[src/rtl/barrel_unrotate.sv]
// Right-rotating barrel register: accepts a word and a rotation count, rotates right one bit
// per clock to undo an upstream left rotation, then holds the result for the consumer.
module barrel_unrotate #(
   parameter int word_size  = 4,
   parameter int count_size = 2
) (
   input  logic                  clock,
   input  logic                  reset,
   input  logic [word_size-1:0]  Data_in,
   input  logic [count_size-1:0] Rot_in,
   input  logic                  in_valid,
   output logic                  in_ready,
   output logic [word_size-1:0]  Data_out,
   output logic                  out_valid,
   input  logic                  out_ready,
   output logic                  busy
);

   typedef enum logic [1:0] {
      IDLE  = 2'd0,
      SHIFT = 2'd1,
      HOLD  = 2'd2
   } state_t;

   state_t                state;
   state_t                next_state;
   logic [count_size-1:0] rem;

   always_ff @(posedge clock or negedge reset) begin
      if (!reset) begin
         state <= IDLE;
      end else begin
         state <= next_state;
      end
   end

   // rem==1 marks the last shift; rem==0 inside SHIFT is unreachable but exits safely
   always_comb begin
      next_state = state;
      case (state)
         IDLE: begin
            if (in_valid) begin
               next_state = (Rot_in == '0) ? HOLD : SHIFT;
            end
         end
         SHIFT: begin
            if (rem <= count_size'(1)) begin
               next_state = HOLD;
            end
         end
         HOLD: begin
            if (out_ready) begin
               next_state = IDLE;
            end
         end
         default: next_state = IDLE;
      endcase
   end

   always_ff @(posedge clock or negedge reset) begin
      if (!reset) begin
         Data_out <= '0;
         rem      <= '0;
      end else begin
         case (state)
            IDLE: begin
               if (in_valid) begin
                  Data_out <= Data_in;
                  rem      <= Rot_in;
               end
            end
            SHIFT: begin
               Data_out <= {Data_out[0], Data_out[word_size-1:1]};
               rem      <= rem - count_size'(1);
            end
            default: ;
         endcase
      end
   end

   assign in_ready  = (state == IDLE);
   assign out_valid = (state == HOLD);
   assign busy      = (state == SHIFT);

endmodule
[config.mk]
export PLATFORM = sky130hd
export DESIGN_NAME = barrel_unrotate
export DESIGN_NICKNAME = d
export VERILOG_FILES = /design/src/rtl/barrel_unrotate.sv
export SDC_FILE = /design/constraint.sdc
export NUM_CORES = 1
export LEC_CHECK = 0
export CAP_MARGIN = 10
export CORE_AREA = 2 2 39 41
export CTS_BUF_LIST = sky130_fd_sc_hd__clkbuf_8
export DETAILED_ROUTE_END_ITERATION = 10
export DIE_AREA = 0 0 41 43
export SLEW_MARGIN = 25
export SYNTH_ARGS = -nofsm -noshare
export SYNTH_HDL_FRONTEND = slang
export SYNTH_SLANG_ARGS = --single-unit
[constraint.sdc]
create_clock -name clock -period 1.1 [get_ports clock]
set_input_delay 0.22 -clock clock [delete_from_list [all_inputs] [get_ports clock]]
set_output_delay 0.22 -clock clock [all_outputs]
set_load 0.02 [all_outputs]
==> key figures <==
Die
  – Boundary Pins: 17
  – Die Area: 1760 sq um
  – # rows: 14
  – Die W: about 41 microns
  – Core area: 1380 sq um
  – Starting Density: 0.302
  – DIE HEIGHT: approximately 43 microns

Final layout
  – Area Overhead vs Synth: 91.0%
  – Ant. Diodes: 0
  – Nets: 83
  – Final Instance Area: about 800 sq um
  – Final core occ: 0.577
  – Share of cells above drive strength 1: 0.543

Synth
  – Most frequent cells after synthesis: dfrtp_1 (8), nand3b_1 (4), o221a_2 (4)
  – Synth area leaders: dfrtp_1 (48%), o221a_2 (11%), nand3b_1 (7.2%)
  – Unique cell type count in the Yosys netlist: 21
  – Post-synth EDFFs: 0
  – FFs w/ async S/R, synth: 1.00
  – Net Count, Synth: between 40 and 50
  – Synth Warn #: 0
  – Most frequent cell after synthesis: dfrtp_1
  – Synth Instances: 38
  – #FFs+latches synth: 8
  – Sequential share of the synthesized area: 0.479
  – Synthesized area: roughly 420 sq um
  – Synth area leader: dfrtp_1
  – Syn Area/Cell: between 10 and 15 sq um
  – Share of the synthesized area in the top cell type: 0.479
  – Primary FF master, synth: dfrtp_1

Placed design
  – Post-Place Worst Slack: -0.365 ns
  – Buffers added on ports: 16
  – Dpl hpwl: between 700 and 800 microns
  – Gpl congestion: 0.856
  – DP Area: 674 sq um

Flow run
  – Max cap viols: 0

Setup path
  – Endpoint type of the worst setup path: primary output
  – Buffers & Inverters on Critical Path: 2
  – Worst EP arrival: just over 1 ns
  – Startpoint Class: flop
  – Delay-heaviest family, CP: flip-flops
  – Crit path max fanout: 4
  – Worst Path Required: between 0.8 and 0.9 ns
  – CP peak stage delay: between 0.4 and 0.5 ns
  – Most common cell on crit path: buf_6
  – Highest-delay cell along the critical path: dfrtp_1
  – Worst Reg2Reg Path Length in Cells: 6
  – WP depth: 3
  – Worst setup path class: reg2out
  – Reg-to-reg startpoint: state[1]
  – Reg2reg end: Data_out[3]
  – R2r setup slk: -0.09 ns
  – Cells along the critical path: buf_6 -> nor2_4 -> buf_6

Status
  – Failing checks: negative setup slack
  – Status: finished, violations left

CTS
  – Inserted Clock Buffers: 3
  – # H-tree levels: 1
  – CTS tree: yes
  – Cts hold-fix bufs: 0
  – Clk sinks: 8
  – Clk buf depth: 2
  – Skew-Pair Late Insertion Delay: roughly 0.23 ns
  – CTS clock-pin slew for the worst setup and hold paths: about 0.040 ns
  – CTS root buffer: clkbuf_8

Route
  – Aggregate routed wire length: 1170 microns
  – DR pass1 iterations: 4
  – Remaining routing DRC violations: 0
  – Initial DRC count: 20
  – Drt wl/cell: ~14 microns
  – Vias per Instance: 5.01
  – Vias post-DR: 431
  – Post-route antenna net violation count: 0

Pwr
  – Lkg Pwr: about 0.36 nW
  – Pwr per Cell Area: roughly 2800 nW/um^2
  – Worst vdd ir: 1.33 mV

Timing
  – Rel. slew slack: 0.740
  – Clock skew: between 0.001 and 0.0015 ns
  – Final worst slack: -0.129 ns
  – Maximum clock rate: roughly 0.8 GHz
  – Hold WS: about 0.29 ns
  – Fin. max-slew vios: 0
  – Hold Vio Cnt, Final: 0
  – Unrepaired setup endpoints after global routing: true
  – Least-Margin Pin Slew: around 0.4 ns
  – Setup violators final: 11
  – Min Tclk post-route: ~1.2 ns
  – Setup TNS Final: -0.840 ns
  – Final period util: 1.12

Global routing
  – First-pass GRT wire length: around 1800 microns
  – Vias in the first global route: about 370
  – Largest net degree at the start of global routing: 9
  – Initial antenna violation count: 0
  – Grt ovf: 0
  – Total global routing track utilization: 0.158

Worst hold path
  – Min-Delay Path Class: in2async
[worst max-delay path by stage]
| stage | startpoint | end | slack [ns] |
|---|---|---|---|
| 2_1_floorplan | state[1] | state[1] | 0.005 |
| 3_3_place_gp | state[1] | busy | -0.35 |
| 3_5_place_dp | state[0] | out_valid | -0.36 |
| 4_1_cts | state[1] | in_ready | -0.11 |
| 5_1_grt | state[1] | in_ready | -0.16 |
| 6_report | state[1] | in_ready | -0.13 |
[where the power goes]
group	switching (mW)	internal, mW	leakage [nW]	total, mW
Clock	0.113	0.237	0.0216	0.350
Combinational	0.599	0.762	0.244	1.36
Sequential	0.113	0.437	0.0921	0.551
Total	0.826	1.44	0.358	2.26
[per-stage QoR]
step           power, mW  std cells
4_1_cts             2.18         85
3_5_place_dp        1.70         80
5_1_grt             2.40         86
6_report            2.26         86
3_3_place_gp        1.68         80
2_1_floorplan       1.10         38
[layout by cell type, fill, tap and decap left out]
cell type / count
buf_4: 10
dfrtp_1: 7
clkdlybuf4s50_1: 7
buf_6: 7
nand3b_1: 4
o221a_2: 4
clkdlybuf4s15_2: 4
nor2_4: 3
clkbuf_8: 3
nand3_2: 2
o211ai_1: 2
dlymetal6s2s_1: 2
nand2b_4: 1
inv_2: 1
nor2b_2: 1
inv_1: 1
nor2_1: 1
or3b_1: 1
and2b_2: 1
nand2_1: 1
a21oi_1: 1
nand2b_1: 1
a32oi_1: 1
o21ai_1: 1
o21ai_0: 1
ha_1: 1
dfrtp_2: 1
[final cells by class]
class	instances	area [sq um]
clock buffers	3	41.3
inverters	2	7.51
fillers	119	586
well taps	16	20.0
repair buffers	30	294
multi-input cells	27	234
flip-flops and latches	8	201
[routing by layer]
| layer | up-vias | global-route usage | share of wire |
|---|---|---|---|
| met5 | - | 0 | 0 |
| met4 | 0 | 0.100 | 0 |
| met3 | 0 | 0.0314 | 0.062 |
| met2 | 19 | 0.203 | 0.50 |
| met1 | 204 | 0.230 | 0.44 |
| li1 | 208 | - | - |
[flip-flops by register name (all words and copies together), names as in the netlist]
register  cells
state         2
Data_out      4
rem           2
[logic make-up (layout without fill, tap and decap cells)]
group,count (synthesis),in the layout,share of synthesized area
AOI/OAI and AO/OA,10,10,0.201
DFF,8,8,0.479
adders and majority gates,1,1,0.0299
and+or+nand+nor,16,16,0.246
buffers and inverters,3,35,0.0449
[what timing repair did]
item / 4_1_cts / 5_1_grt
resized for setup: 37 / 7
pin swaps: 1 / 6
setup buffers: 2 / 1
endpoints found under the hold margin: 0 / 0
setup endpoints to repair: 12 / 11
[worst register-to-register path: stages (launching register included)]
cell,delay [ns]
dfrtp_1,0.41
buf_6,0.14
nor2_4,0.10
buf_6,0.11
buf_6,0.11
nand3b_1,0.07
o221a_2,0.13
No activity file was read; power rests on OpenSTA's default activity.
